===== src/rtl/vga_scan_controller.sv =====
`default_nettype none
// ============================================================================
// Module   : vga_scan_controller
// Purpose  : Raster scan sequencer for the debug display renderer. Divides the
//            system clock into a pixel tick, walks the full raster, registers
//            renderer colour with blanking and sync, and captures a per-frame
//            snapshot of the CPU debug values at vertical-blank start.
// Revision : 1.0 - initial release
// ============================================================================
module vga_scan_controller #(
  parameter int CLK_DIV = 2,
  parameter int H_VIS   = 640,
  parameter int H_FP    = 16,
  parameter int H_SYNC  = 96,
  parameter int H_BP    = 48,
  parameter int V_VIS   = 480,
  parameter int V_FP    = 10,
  parameter int V_SYNC  = 2,
  parameter int V_BP    = 33
) (
  input  logic         clk,
  input  logic         rst,
  input  logic         freeze,
  input  logic [175:0] registerValueIn,
  input  logic [15:0]  IfPCIn,
  input  logic [15:0]  IfIRIn,
  input  logic [15:0]  calResultIn,
  input  logic [2:0]   rIn,
  input  logic [2:0]   gIn,
  input  logic [2:0]   bIn,
  output logic [10:0]  x,
  output logic [10:0]  y,
  output logic [175:0] registerValue,
  output logic [15:0]  IfPC,
  output logic [15:0]  IfIR,
  output logic [15:0]  calResult,
  output logic [2:0]   vgaR,
  output logic [2:0]   vgaG,
  output logic [2:0]   vgaB,
  output logic         hs,
  output logic         vs,
  output logic         frameTick
);

  localparam int c_h_total = H_VIS + H_FP + H_SYNC + H_BP;
  localparam int c_v_total = V_VIS + V_FP + V_SYNC + V_BP;
  // A one-bit divider counter is kept even for CLK_DIV = 1; it then stays 0.
  localparam int c_div_w   = (CLK_DIV > 1) ? $clog2(CLK_DIV) : 1;

  localparam logic [c_div_w-1:0] c_div_last = c_div_w'(CLK_DIV - 1);
  localparam logic [c_div_w-1:0] c_div_one  = c_div_w'(1);
  localparam logic [10:0] c_h_last   = 11'(c_h_total - 1);
  localparam logic [10:0] c_v_last   = 11'(c_v_total - 1);
  localparam logic [10:0] c_h_vis    = 11'(H_VIS);
  localparam logic [10:0] c_v_vis    = 11'(V_VIS);
  localparam logic [10:0] c_v_snap   = 11'(V_VIS - 1);
  localparam logic [10:0] c_hs_first = 11'(H_VIS + H_FP);
  localparam logic [10:0] c_hs_last  = 11'(H_VIS + H_FP + H_SYNC - 1);
  localparam logic [10:0] c_vs_first = 11'(V_VIS + V_FP);
  localparam logic [10:0] c_vs_last  = 11'(V_VIS + V_FP + V_SYNC - 1);

  logic [c_div_w-1:0] r_div_cnt;
  logic [10:0]        r_h_cnt;
  logic [10:0]        r_v_cnt;
  logic [2:0]         r_vga_r;
  logic [2:0]         r_vga_g;
  logic [2:0]         r_vga_b;
  logic               r_hs;
  logic               r_vs;
  logic               r_frame_tick;
  logic [175:0]       r_reg_val;
  logic [15:0]        r_if_pc;
  logic [15:0]        r_if_ir;
  logic [15:0]        r_cal_res;

  logic w_pix_tick;
  logic w_h_wrap;
  logic w_v_wrap;
  logic w_active;
  logic w_hs_n;
  logic w_vs_n;
  logic w_snap_evt;

  assign w_pix_tick = (r_div_cnt == c_div_last);
  assign w_h_wrap   = (r_h_cnt == c_h_last);
  assign w_v_wrap   = (r_v_cnt == c_v_last);
  assign w_active   = (r_h_cnt < c_h_vis) && (r_v_cnt < c_v_vis);
  assign w_hs_n     = !((r_h_cnt >= c_hs_first) && (r_h_cnt <= c_hs_last));
  assign w_vs_n     = !((r_v_cnt >= c_vs_first) && (r_v_cnt <= c_vs_last));
  // Last pixel of the last visible line: raster is about to enter vblank.
  assign w_snap_evt = w_pix_tick && w_h_wrap && (r_v_cnt == c_v_snap);

  // Pixel-tick divider: counts 0..CLK_DIV-1 and restarts on the tick.
  always_ff @(posedge clk or negedge rst) begin
    if (!rst) begin
      r_div_cnt <= '0;
    end else if (w_pix_tick) begin
      r_div_cnt <= '0;
    end else begin
      r_div_cnt <= r_div_cnt + c_div_one;
    end
  end

  // Raster position: horizontal counter per tick, vertical counter per line wrap.
  always_ff @(posedge clk or negedge rst) begin
    if (!rst) begin
      r_h_cnt <= '0;
      r_v_cnt <= '0;
    end else if (w_pix_tick) begin
      if (w_h_wrap) begin
        r_h_cnt <= '0;
        r_v_cnt <= w_v_wrap ? 11'd0 : r_v_cnt + 11'd1;
      end else begin
        r_h_cnt <= r_h_cnt + 11'd1;
      end
    end
  end

  // Colour and sync sampled from the same counter state so they stay aligned.
  always_ff @(posedge clk or negedge rst) begin
    if (!rst) begin
      r_vga_r <= '0;
      r_vga_g <= '0;
      r_vga_b <= '0;
      r_hs    <= 1'b1;
      r_vs    <= 1'b1;
    end else if (w_pix_tick) begin
      r_vga_r <= w_active ? rIn : 3'd0;
      r_vga_g <= w_active ? gIn : 3'd0;
      r_vga_b <= w_active ? bIn : 3'd0;
      r_hs    <= w_hs_n;
      r_vs    <= w_vs_n;
    end
  end

  // Debug snapshot: reloaded once per frame at vblank start unless frozen.
  always_ff @(posedge clk or negedge rst) begin
    if (!rst) begin
      r_reg_val <= '0;
      r_if_pc   <= '0;
      r_if_ir   <= '0;
      r_cal_res <= '0;
    end else if (w_snap_evt && !freeze) begin
      r_reg_val <= registerValueIn;
      r_if_pc   <= IfPCIn;
      r_if_ir   <= IfIRIn;
      r_cal_res <= calResultIn;
    end
  end

  // Frame tick: one-clock pulse after the snapshot edge, independent of freeze.
  always_ff @(posedge clk or negedge rst) begin
    if (!rst) begin
      r_frame_tick <= 1'b0;
    end else begin
      r_frame_tick <= w_snap_evt;
    end
  end

  assign x             = r_h_cnt;
  assign y             = r_v_cnt;
  assign vgaR          = r_vga_r;
  assign vgaG          = r_vga_g;
  assign vgaB          = r_vga_b;
  assign hs            = r_hs;
  assign vs            = r_vs;
  assign frameTick     = r_frame_tick;
  assign registerValue = r_reg_val;
  assign IfPC          = r_if_pc;
  assign IfIR          = r_if_ir;
  assign calResult     = r_cal_res;

endmodule
`default_nettype wire

===== config.mk =====
export PLATFORM = sky130hd
export DESIGN_NAME = vga_scan_controller
export DESIGN_NICKNAME = d
export VERILOG_FILES = /design/src/rtl/vga_scan_controller.sv
export SDC_FILE = /design/constraint.sdc
export NUM_CORES = 1
export LEC_CHECK = 0
export ABC_CLOCK_PERIOD_IN_PS = 2700
export BUFFER_PORTS_ARGS = -buffer_cell sky130_fd_sc_hd__buf_2
export CAP_MARGIN = 40
export CORE_AREA = 2 2 193 195
export CTS_BUF_LIST = sky130_fd_sc_hd__clkbuf_2
export DETAILED_ROUTE_END_ITERATION = 8
export DIE_AREA = 0 0 195 197
export GPL_TIMING_DRIVEN = 0
export PLACE_DENSITY = 0.57
export SETUP_SLACK_MARGIN = 0.5
export SYNTH_ARGS = -nofsm -noshare
export SYNTH_HDL_FRONTEND = slang
export SYNTH_SLANG_ARGS = --single-unit

===== constraint.sdc =====
create_clock -name clk -period 2.7 [get_ports clk]
set_input_delay 0.27 -clock clk [delete_from_list [all_inputs] [get_ports clk]]
set_output_delay 0.27 -clock clk [all_outputs]
set_load 0.005 [all_outputs]

==> impl_metrics.toml, run 1 <==
[clocking]
clock_path_buffers = 3
cts.sinks = 259
cts_setup_buffers = 10
cts_buffers = 74
postCtsHoldBufs = 347
cts_repair_resize_count = 41
htree_num_levels = 3
root_buffer = "clkbuf_2"

[yosys]
ys.warnings.count = 0
mappedNetlistArea_um2 = 9960
muxShareOfSynthArea = 0.256
yosysUniqueCellTypes = 38
synth_enable_flop_cells = 0
synth.largest_area_cell = "dfrtp_1"
postSynthCellCount = 628
synth.avg_cell_area_um2 = 15.9
synth.net_count = 868
synth-compound-area-share = 0.0196
synth_fa_ha_area_frac = 0.00503
ys_top_cells_by_area = "dfrtp_1 65%, mux2_2 13%, mux2_1 12%"
synth-seq-area-share = 0.651
synth_flop_cell = "dfrtp_1"
synth_top_family_by_area = "multiplexers"
synth_async_sr_flop_share = 1.00
synth_largest_type_area_fraction = 0.646
synth-simple-area-share = 0.0353
post_synth_xor_area_fraction = 0.0106
flop_and_latch_count_out_of_synthesis = 259

[floorplan]
placementRows = 70
die-width_um = 195
floorplan.die.height_um = 197
io-pin-count = 494
floorplan.initialDensity = 0.275

[placed_design]
place.detailed.hpwl_um = 21600
post-place-cells = 1591
port-buffer-count = 493
gp_routability_congestion = 0.781
post_dp_cell_area_um2 = 13100

[outcome]
run_status = "stopped before the end"
stop_stage = "clock tree synthesis (4_1_cts)"
tool.error = "[ERROR RSZ-0060] Max buffer count reached."
-- through the flow --
stage | hold WS, ns | worst slack (ns)
after detailed placement | 0.178 | -0.413
after global placement | 0.462 | -4.02
after floorplan | -0.0256 | 0.290
-- kinds of logic after synthesis --
group           Yosys count
flops                   259
mux                     227
simple gates             62
buf+inv                  37
compound gates           27
xor+xnor                 12
fa+ha+maj                 4
-- cells in the mapped netlist, types with 2 or more instances --
| cell | count |
|---|---|
| inv_1 | 7 |
| nor4_1 | 6 |
| a31oi_1 | 4 |
| dfrtp_1 | 257 |
| ha_1 | 4 |
| xnor2_1 | 7 |
| or3_1 | 2 |
| o31ai_1 | 2 |
| nand4_1 | 8 |
| xor2_1 | 5 |
| mux2i_1 | 3 |
| a22o_1 | 9 |
| dfstp_2 | 2 |
| buf_4 | 17 |
| nand3_1 | 10 |
| and3_1 | 4 |
| buf_2 | 6 |
| nor3_1 | 4 |
| nor2_1 | 8 |
| mux2_1 | 110 |
| mux2_2 | 114 |
| o21ai_0 | 5 |
| clkbuf_1 | 6 |
| nand2_1 | 12 |
| a21oi_1 | 3 |
==> run 2: changes to the inputs <==
- CTS_BUF_LIST: sky130_fd_sc_hd__clkbuf_2 -> not set
- PLACE_DENSITY: 0.57 -> not set
- PLACE_DENSITY_LB_ADDON: not set -> 0.15
- SETUP_SLACK_MARGIN: 0.5 -> not set
==> run 2 against run 1 <==
Effect of this change:
- synthesized cell count did not move
- the run now ends clean
- area after synthesis unchanged
==> impl_metrics.toml, run 2 <==
[outcome]
run_status = "finished, final reports clean"

[route]
detail_route.vias_per_cell = 4.29
drt_first_pass_iters = 4
route.detailed.wl_per_inst_um = 16.1
starting_drc_count_in_detailed_routing = 201
routed-via-count = 8069
detail-route-antenna-nets = 0
drc_errors = 0
routed_wl_um = 30400

[global_route]
grt_start_max_net_pins = 109
number_of_antenna_violations_at_the_first_check_in_global_routing = 0
grt.overflow.total = 0
first_pass_grt_wire_length_um = 47100
grt_pass1_vias = 8673
globalRouteTotalUtil = 0.153

[floorplan]
die-width_um = 195
floorplan.die.height_um = 197
core_um2 = 36300
die-area_um2 = 38400
placementRows = 70
io-pin-count = 494
floorplan.initialDensity = 0.275

[clocking]
insertion_delay_ns = 0.56
root_buffer = "clkbuf_16"
cts_tree = "built"
htree_num_levels = 1
cts_buffers = 30
clock_path_buffers = 3
cts.sinks = 259
clk_pin_slew_worst_paths_ns = 0.06

[worst_hold_path]
hold_path.class = "input pin to async pin"

[yosys]
synth.avg_cell_area_um2 = 15.9
mappedNetlistArea_um2 = 9960
synth_enable_flop_cells = 0
flop_and_latch_count_out_of_synthesis = 259
synth_flop_cell = "dfrtp_1"
synth_async_sr_flop_share = 1.00
postSynthCellCount = 628
synth.net_count = 868
synth-seq-area-share = 0.651
synth.top_cells.by_count = "257 x dfrtp_1, 114 x mux2_2, 110 x mux2_1"
synth_largest_type_area_fraction = 0.646
ys_top_cells_by_area = "dfrtp_1 65%, mux2_2 13%, mux2_1 12%"
synth.largest_area_cell = "dfrtp_1"
ys.warnings.count = 0
yosysUniqueCellTypes = 38
synth.most_common_cell = "dfrtp_1"

[finish]
drive_gt1_frac = 0.493
postLayoutCoreUtil = 0.457
final_design_area_no_fill_um2 = 16600
fin_nets = 1630
fill_cell_instance_count_of_the_final_layout = 3387
layout_commonest_cell = "buf_2"
ant_diodes = 0
number_of_flip_flops_in_the_largest_register = 176
flow.area_growth_from_synthesis_pct = 66.4
highest_count_cells_in_the_layout_ignoring_fill_and_taps = "498 x buf_2, 254 x dfrtp_1, 234 x dlygate4sd3_1"

[worst_setup_path]
worstSetupPathType = "register to register"
crit_path_end_kind = "register"
maximum_net_fanout_on_the_critical_path = 10
critical_path_at_ns = 3.01
critPathLaunchType = "register"
required_time_at_the_endpoint_of_the_critical_path_ns = 3.13

[timing]
fin_crit_ns = 2.58
maxSlewViolCount = 0
max_slew.worst_pin.slew_ns = 0.582
final_min_period_over_clock_period = 0.955
setup_ws_ns = 0.121
fin_hold_ws_ns = 0.214
report.final.setup_viol = 0
worst_clock_skew_ns = 0.0213
final_hold_violations = 0
maxSlewHeadroom = 0.612
max_freq_mhz = 388
setup_repair_after_global_routing_missed_its_margin = "yes"

[placed_design]
placement_setup_slack_ns = -0.542
port-buffer-count = 493
place.detailed.hpwl_um = 21600
post_dp_cell_area_um2 = 13100
gp_routability_congestion = 0.749

[power_and_ir_drop]
vdd_ir_drop_max_mv = 0.462
p_leak_nw = 8.57
p_per_area_nw_per_um2 = 568

[flow_run]
timing.max_cap.violations = 0
==> run 2: cell counts after synthesis <==
No cell type changed its count.
==> run 2: layout make-up <==
cell class              instances  area, um^2  share of cell area
inverters                       7        26.3             0.00159
repair buffers                732        4900               0.296
clock buffers                  47         966              0.0583
clock inverters                 8         125             0.00755
plain buffers                  28         218              0.0131
multi-input cells             332        3260               0.197
flip-flops and latches        259        6490               0.392
well taps                     468         586              0.0353
==> run 2: kinds of logic (layout without fill, tap and decap cells) <==
logic type,count (synthesis),count (layout),share of synthesized area
DFF,259,259,0.651
muxes,227,227,0.256
and+or+nand+nor,62,62,0.0353
buffers and inverters,37,822,0.0219
AOI/OAI and AO/OA,27,27,0.0196
xor gates and xnor gates,12,12,0.0106
adders and majority gates,4,4,0.00503
==> run 2: per-layer routing <==
metal / part of all wire / global-route usage / wire [um] / vias up
met5: 0 / 0 / 0 / -
met4: 0.023 / 0.0393 / 709 / 0
met3: 0.081 / 0.0481 / 2460 / 42
met2: 0.50 / 0.271 / 15100 / 319
met1: 0.40 / 0.179 / 12100 / 3925
li1: - / - / - / 3783
==> run 2: worst max-delay path, cell delays in order (launching register included) <==
cell     delay [ns]
dfrtp_1        0.45
or3b_4         0.43
or3_4          0.43
nor3_4         0.21
buf_4          0.16
buf_4          0.21
buf_8          0.19
mux2_2         0.34
==> run 2: worst paths after layout <==
check	startpoint	end	slack, ns	cells past startpoint
min reg2reg	IfIR[12]	IfIR[12]	0.48	1
max in group asynchronous	rst	calResult[3]	1.57	3
max reg2reg	x[10]	registerValue[18]	0.12	7
max	x[10]	registerValue[18]	0.12	7
min in group clk	bIn[2]	vgaB[2]	0.46	3
min	rst	x[0]	0.21	2
==> run 2: repair_timing <==
item                                    CTS  global route
endpoints found under the setup margin  224           143
pin swaps                                 1             0
hold buffers                            234             0
setup buffers                             3             0
endpoints found under the hold margin   278             0
cloned                                    0             0
resized for setup                        11             4
==> run 2: through the flow <==
step | total power [mW] | setup TNS [ns] | instances
after floorplan | 4.36 | 0 | 628
after global placement | 4.83 | -1057.21 | 1589
after detailed placement | 4.85 | -98.08 | 1591
after CTS | 9.58 | 0 | 1881
after global routing | 9.82 | -0.00839 | 1881
final | 9.41 | 0 | 1881
==> run 2: power breakdown <==
part / switching [mW] / internal [mW] / total [mW] / leakage [nW]
clock network: 1.63 / 2.73 / 4.36 / 0.543
registers: 0.0794 / 4.06 / 4.14 / 3.33
logic: 0.335 / 0.572 / 0.907 / 4.69
Power figures use the tool's default switching activity.
